[config.mk]
export PLATFORM = sky130hd
export DESIGN_NAME = axi_rr_arbiter
export DESIGN_NICKNAME = d
export VERILOG_FILES = /design/src/rtl/axi_rr_arbiter.sv
export SDC_FILE = /design/constraint.sdc
export NUM_CORES = 1
export LEC_CHECK = 0
export CAP_MARGIN = 0
export CORE_AREA = 2 2 185 187
export DETAILED_ROUTE_END_ITERATION = 10
export DIE_AREA = 0 0 187 189
export SLEW_MARGIN = 10
export SYNTH_ARGS = -nofsm -noshare
export SYNTH_HDL_FRONTEND = slang
export SYNTH_SLANG_ARGS = --single-unit
[constraint.sdc]
create_clock -name clk -period 1.6 [get_ports clk]
set_clock_uncertainty 0.15 [all_clocks]
set_input_delay 0.16 -clock clk [delete_from_list [all_inputs] [get_ports clk]]
set_output_delay 0.16 -clock clk [all_outputs]
set_load 0.02 [all_outputs]
[src/rtl/axi_rr_arbiter.sv]
// axi_rr_arbiter
// Two-master to one-slave AXI4 arbiter. M0 is the fetch unit (read only) and
// M1 is the load/store unit (read and write). One transaction at a time owns
// the slave, from its address grant until its last R beat or its B response.
// Masters alternate round-robin, and inside M1 a pending write beats a read.
// Bursts, IDs, resp, size and burst type pass through untouched.
//
// Ports:
//   clk, rst            clock, synchronous active-high reset
//   m0_ar*, m0_r*       M0 read address / read data channels
//   m1_ar*, m1_r*       M1 read address / read data channels
//   m1_aw*, m1_w*, m1_b* M1 write address / write data / write response
//   s_*                 the same channel set toward the slave, directions reversed
module axi_rr_arbiter #(
  parameter logic RESET_LAST = 1'b1
) (
  input  logic        clk,
  input  logic        rst,
  input  logic [31:0] m0_araddr,
  input  logic [3:0]  m0_arid,
  input  logic [7:0]  m0_arlen,
  input  logic [2:0]  m0_arsize,
  input  logic [1:0]  m0_arburst,
  input  logic        m0_arvalid,
  output logic        m0_arready,
  output logic [31:0] m0_rdata,
  output logic [1:0]  m0_rresp,
  output logic [3:0]  m0_rid,
  output logic        m0_rlast,
  output logic        m0_rvalid,
  input  logic        m0_rready,
  input  logic [31:0] m1_araddr,
  input  logic [3:0]  m1_arid,
  input  logic [7:0]  m1_arlen,
  input  logic [2:0]  m1_arsize,
  input  logic [1:0]  m1_arburst,
  input  logic        m1_arvalid,
  output logic        m1_arready,
  output logic [31:0] m1_rdata,
  output logic [1:0]  m1_rresp,
  output logic [3:0]  m1_rid,
  output logic        m1_rlast,
  output logic        m1_rvalid,
  input  logic        m1_rready,
  input  logic [31:0] m1_awaddr,
  input  logic [3:0]  m1_awid,
  input  logic [7:0]  m1_awlen,
  input  logic [2:0]  m1_awsize,
  input  logic [1:0]  m1_awburst,
  input  logic        m1_awvalid,
  output logic        m1_awready,
  input  logic [31:0] m1_wdata,
  input  logic [3:0]  m1_wstrb,
  input  logic        m1_wlast,
  input  logic        m1_wvalid,
  output logic        m1_wready,
  output logic [1:0]  m1_bresp,
  output logic [3:0]  m1_bid,
  output logic        m1_bvalid,
  input  logic        m1_bready,
  output logic [31:0] s_araddr,
  output logic [3:0]  s_arid,
  output logic [7:0]  s_arlen,
  output logic [2:0]  s_arsize,
  output logic [1:0]  s_arburst,
  output logic        s_arvalid,
  input  logic        s_arready,
  input  logic [31:0] s_rdata,
  input  logic [1:0]  s_rresp,
  input  logic [3:0]  s_rid,
  input  logic        s_rlast,
  input  logic        s_rvalid,
  output logic        s_rready,
  output logic [31:0] s_awaddr,
  output logic [3:0]  s_awid,
  output logic [7:0]  s_awlen,
  output logic [2:0]  s_awsize,
  output logic [1:0]  s_awburst,
  output logic        s_awvalid,
  input  logic        s_awready,
  output logic [31:0] s_wdata,
  output logic [3:0]  s_wstrb,
  output logic        s_wlast,
  output logic        s_wvalid,
  input  logic        s_wready,
  input  logic [1:0]  s_bresp,
  input  logic [3:0]  s_bid,
  input  logic        s_bvalid,
  output logic        s_bready
);

  typedef enum logic [2:0] {IDLE, RADDR, RDATA, WADDR, WRESP} state_t;

  state_t state_q, state_d;
  logic   grant_q, grant_d;
  logic   last_q, last_d;
  logic   aw_done_q, aw_done_d;
  logic   w_done_q, w_done_d;
  logic   m0_req, m1_req, winner, aw_hs, w_hs;

  // Next-state and channel routing. Every output defaults to 0 so that a
  // channel not owned by the current state is fully quiet on both sides.
  // IDLE drives nothing toward the slave, which keeps the master valid to
  // slave valid path registered: a grant shows up one cycle after the request.
  // In WADDR the AW and W channels run independently; each is masked once
  // its handshake is recorded so it is never presented twice.
  always_comb begin
    state_d    = state_q;
    grant_d    = grant_q;
    last_d     = last_q;
    aw_done_d  = aw_done_q;
    w_done_d   = w_done_q;
    m0_req     = m0_arvalid;
    m1_req     = m1_awvalid | m1_arvalid;
    winner     = 1'b0;
    aw_hs      = 1'b0;
    w_hs       = 1'b0;
    m0_arready = 1'b0;
    m0_rdata   = '0;
    m0_rresp   = '0;
    m0_rid     = '0;
    m0_rlast   = 1'b0;
    m0_rvalid  = 1'b0;
    m1_arready = 1'b0;
    m1_rdata   = '0;
    m1_rresp   = '0;
    m1_rid     = '0;
    m1_rlast   = 1'b0;
    m1_rvalid  = 1'b0;
    m1_awready = 1'b0;
    m1_wready  = 1'b0;
    m1_bresp   = '0;
    m1_bid     = '0;
    m1_bvalid  = 1'b0;
    s_araddr   = '0;
    s_arid     = '0;
    s_arlen    = '0;
    s_arsize   = '0;
    s_arburst  = '0;
    s_arvalid  = 1'b0;
    s_rready   = 1'b0;
    s_awaddr   = '0;
    s_awid     = '0;
    s_awlen    = '0;
    s_awsize   = '0;
    s_awburst  = '0;
    s_awvalid  = 1'b0;
    s_wdata    = '0;
    s_wstrb    = '0;
    s_wlast    = 1'b0;
    s_wvalid   = 1'b0;
    s_bready   = 1'b0;

    case (state_q)
      IDLE: begin
        if (m0_req || m1_req) begin
          // On a tie the master that was not granted last time wins.
          winner  = (m0_req && m1_req) ? ~last_q : m1_req;
          grant_d = winner;
          last_d  = winner;
          if (winner && m1_awvalid) begin
            state_d   = WADDR;
            aw_done_d = 1'b0;
            w_done_d  = 1'b0;
          end else begin
            state_d = RADDR;
          end
        end
      end

      RADDR: begin
        if (grant_q) begin
          s_araddr   = m1_araddr;
          s_arid     = m1_arid;
          s_arlen    = m1_arlen;
          s_arsize   = m1_arsize;
          s_arburst  = m1_arburst;
          s_arvalid  = m1_arvalid;
          m1_arready = s_arready;
        end else begin
          s_araddr   = m0_araddr;
          s_arid     = m0_arid;
          s_arlen    = m0_arlen;
          s_arsize   = m0_arsize;
          s_arburst  = m0_arburst;
          s_arvalid  = m0_arvalid;
          m0_arready = s_arready;
        end
        if (s_arvalid && s_arready) state_d = RDATA;
      end

      RDATA: begin
        if (grant_q) begin
          m1_rdata  = s_rdata;
          m1_rresp  = s_rresp;
          m1_rid    = s_rid;
          m1_rlast  = s_rlast;
          m1_rvalid = s_rvalid;
          s_rready  = m1_rready;
        end else begin
          m0_rdata  = s_rdata;
          m0_rresp  = s_rresp;
          m0_rid    = s_rid;
          m0_rlast  = s_rlast;
          m0_rvalid = s_rvalid;
          s_rready  = m0_rready;
        end
        if (s_rvalid && s_rready && s_rlast) state_d = IDLE;
      end

      WADDR: begin
        s_awaddr   = m1_awaddr;
        s_awid     = m1_awid;
        s_awlen    = m1_awlen;
        s_awsize   = m1_awsize;
        s_awburst  = m1_awburst;
        s_awvalid  = m1_awvalid & ~aw_done_q;
        m1_awready = s_awready & ~aw_done_q;
        s_wdata    = m1_wdata;
        s_wstrb    = m1_wstrb;
        s_wlast    = m1_wlast;
        s_wvalid   = m1_wvalid & ~w_done_q;
        m1_wready  = s_wready & ~w_done_q;
        aw_hs      = s_awvalid & s_awready;
        w_hs       = s_wvalid & s_wready & m1_wlast;
        aw_done_d  = aw_done_q | aw_hs;
        w_done_d   = w_done_q | w_hs;
        if (aw_done_d && w_done_d) state_d = WRESP;
      end

      WRESP: begin
        m1_bresp  = s_bresp;
        m1_bid    = s_bid;
        m1_bvalid = s_bvalid;
        s_bready  = m1_bready;
        if (s_bvalid && m1_bready) state_d = IDLE;
      end

      default: state_d = IDLE;
    endcase
  end

  // State register. Reset abandons any in-flight transaction and restores
  // the round-robin pointer so the first tie after reset is deterministic.
  always_ff @(posedge clk) begin
    if (rst) begin
      state_q   <= IDLE;
      grant_q   <= 1'b0;
      last_q    <= RESET_LAST;
      aw_done_q <= 1'b0;
      w_done_q  <= 1'b0;
    end else begin
      state_q   <= state_d;
      grant_q   <= grant_d;
      last_q    <= last_d;
      aw_done_q <= aw_done_d;
      w_done_q  <= w_done_d;
    end
  end

endmodule

==> results.md <==
* Status: complete, but fails checks
* Failing checks: negative setup slack
* Vias at 4544
* GRT overflow at 0
* CTS tree: built
* Dpl hpwl at 16.07 mm
* CP max-delay cell: dfxtp_2
* Synth Register Bits at 7
* Initial drt markers at 86
* RePlAce Congestion at 0.8616
* Synth Cell Area at 0.002407 sq mm
* Final setup TNS at -34110 ps
* Synth-to-layout area growth at 244.4%
* DP Worst Slack at -426.0 ps
* CP max stage delay at 320 ps
* ANT cells at 0
* Max Cap Violations at 0
* Initial antenna violation count at 1
* Critical Path Fanout Max at 10
* Dpl cell area at 0.007885 sq mm
* Mean Syn Cell Area at 6.632 sq um
* Worst IR Drop VDD at 437.5 uV
* Worst hold start: w_done_q
* Max Clock Freq at 544.8 MHz
* CP Capture Type: primary output
* Net count, final at 1130
* Critical path class: reg2out
* RSZ-0062 raised after global routing: yes
* Share of layout cells above drive strength 1 at 0.4165
* First-pass GRT wire length at 27.45 mm
* Clk Latency, worst-skew pair at 230 ps
* Clk slew on worst S/H paths at 40 ps
* Placeable Area at 0.03328 sq mm
* Largest net degree at the start of global routing at 44
* Die area at 0.03534 sq mm
* Syn Inst Count at 363
* Die H at 189 microns
* Post-CTS Hold Buffers at 0
* Commonest non-fill, non-tap cell in the layout: clkdlybuf4s50_1
* WL/cell at 16.05 microns
* Clock Tree Root: clkbuf_16
* Worst Hold Depth at 2
* Post-synthesis sequential area ratio at 0.05821
* Worst r2r src: grant_q
* Chip Width at 187 microns
* Critical path arrival at 1530 ps
* Syn nets at 606
* Final slew viol count at 0
* R2r setup slk at -140 ps
* Most frequent cells in the layout: clkdlybuf4s50_1 (242), buf_4 (180), and2_1 (143)
* Netlist cell types at 33
* Final Hold Viols at 0
* CTS Buf Count at 3
* CP Launch Type: register
* Tightest Hold Check Type: reg2reg
* Tmin final at 1836 ps
* Ports at 474
* Post-Route WL at 21.41 mm
* Critical path startpoint: state_q[1]
* Actual slew at the worst max-slew pin at 394.4 ps
* RR Endpoint: state_q[1]
* Total GRT Usage at 0.1007
* Relative slew margins at 0.7350
* Period utilization at 1.147
* Crit-path cells: buf_4 > nand2_2 > nor2_4 > buf_4 > buf_12 > clkbuf_16 > and2_1 > buf_4
* Pwr per Cell Area at 916.4 mW/mm^2
* Yosys warns at 0
* Design area at 0.008292 sq mm
* Vias in the first global route at 4451
* Crit-path most repeated cell: buf_4
* Register-to-Register Path Depth at 7
* Max H-tree Level at 1
* Final WS setup at -235.7 ps
* Final core occ at 0.2491
* Filler cells at 3713
* Hold Path End: w_done_q
* Router iterations before antenna repair at 4
* Pwr Total at 7599 uW
* # rows at 67
* CP required at 1290 ps
* Port Buffers at 473
* Initial core utilization at 0.07233
* Longest Clk Path Bufs at 2
* Setup violators final at 235
* DRT antenna net count at 0
* Vias per std cell at 3.406
* Drt drc at 0
* Leak at 0.003799 uW
* Clk sinks at 7
==> registers in the layout (all words and copies together), names as in the netlist <==
register	flops
aw_done_q	1
grant_q	1
state_q	3
last_q	1
w_done_q	1
==> Yosys cell counts <==
cell type | number | area (sq um)
a211o_1 | 1 | 8.760
a21oi_1 | 4 | 20.02
a22oi_1 | 1 | 7.510
a31oi_1 | 1 | 6.260
a32oi_1 | 1 | 8.760
and2_1 | 173 | 1082
and2_4 | 1 | 8.760
and3_1 | 1 | 6.260
and3b_1 | 5 | 43.79
and3b_2 | 1 | 10.01
and4_1 | 1 | 8.760
buf_2 | 9 | 45.04
buf_4 | 3 | 22.52
buf_6 | 1 | 11.26
clkbuf_1 | 2 | 7.510
clkbuf_2 | 16 | 80.08
dfxtp_1 | 7 | 140.1
mux2i_1 | 51 | 510.5
nand2_1 | 9 | 33.78
nand3_1 | 3 | 15.01
nor2_1 | 57 | 214.0
nor2_2 | 1 | 6.260
nor2b_1 | 1 | 6.260
nor3_1 | 3 | 15.01
nor3_2 | 1 | 10.01
nor3b_1 | 1 | 7.510
nor3b_4 | 1 | 18.77
o2111ai_1 | 1 | 8.760
o211ai_1 | 2 | 15.01
o21ai_0 | 1 | 5.000
o21bai_1 | 1 | 7.510
o311a_1 | 1 | 10.01
or3_1 | 1 | 6.260
==> cell type report <==
type	count	area (sq um)	area share
Tap cell	448	560.5	0.06760
Clock buffer	3	75.07	0.009054
Clock inverter	1	5.005	0.0006036
Multi-Input combinational cell	325	2278	0.2748
Timing Repair Buffer	550	5223	0.6298
Sequential cell	7	150.1	0.01811
==> stage by stage <==
stage	instances	hold slack [ps]
after global placement	1289	318.0
after CTS	1303	334.5
after global routing	1334	360.9
after floorplan	363	79.07
final	1334	327.9
after detailed placement	1289	329.2
==> timing repair <==
action	CTS	global route
setup endpoints to repair	234	237
pin swaps	4	19
hold endpoints to repair	0	0
resized for setup	799	345
gates cloned	4	15
setup buffers	6	17
==> how the worst max path moves through the flow <==
| stage | end | slack, ps | cells past startpoint |
|---|---|---|---|
| 6_report | m0_rdata[12] | -240 | 8 |
| 5_1_grt | m0_rdata[12] | -300 | 8 |
| 4_1_cts | s_awaddr[15] | -270 | 5 |
| 3_5_place_dp | m0_rdata[20] | -430 | 6 |
| 3_3_place_gp | m0_rdata[20] | -430 | 6 |
| 2_1_floorplan | m0_arready | 70 | 4 |
==> critical path: cells and delay by family, from the launching register on <==
family / cells / cell delay, ps
buffers and inverters: 5 / 690
DFF: 1 / 320
and+or+nand+nor: 3 / 280
==> metal layers <==
layer | track usage | share of wire | up-vias
met5 | 0 | 0.00042 | -
met4 | 0.01313 | 0.015 | 2
met3 | 0.02539 | 0.070 | 14
met2 | 0.1949 | 0.53 | 249
met1 | 0.1129 | 0.38 | 2067
li1 | - | - | 2212
==> cells by family (layout without fill, tap and decap cells) <==
kind of cell | count (synthesis) | in the layout | synth area share
buffers and inverters | 31 | 554 | 0.06913
AOI/OAI and AO/OA | 14 | 14 | 0.04054
and+or+nand+nor | 260 | 260 | 0.6201
DFF | 7 | 7 | 0.05821
muxes | 51 | 51 | 0.2121
==> where the power goes <==
part | internal, uW | switching, uW | leakage, uW
combinational | 3610 | 3260 | 0.00370
clock | 329 | 108 | 0.0000409
sequential | 233 | 57.1 | 0.0000594
total | 4180 | 3420 | 0.00380
(Power assumes the default switching activity.)
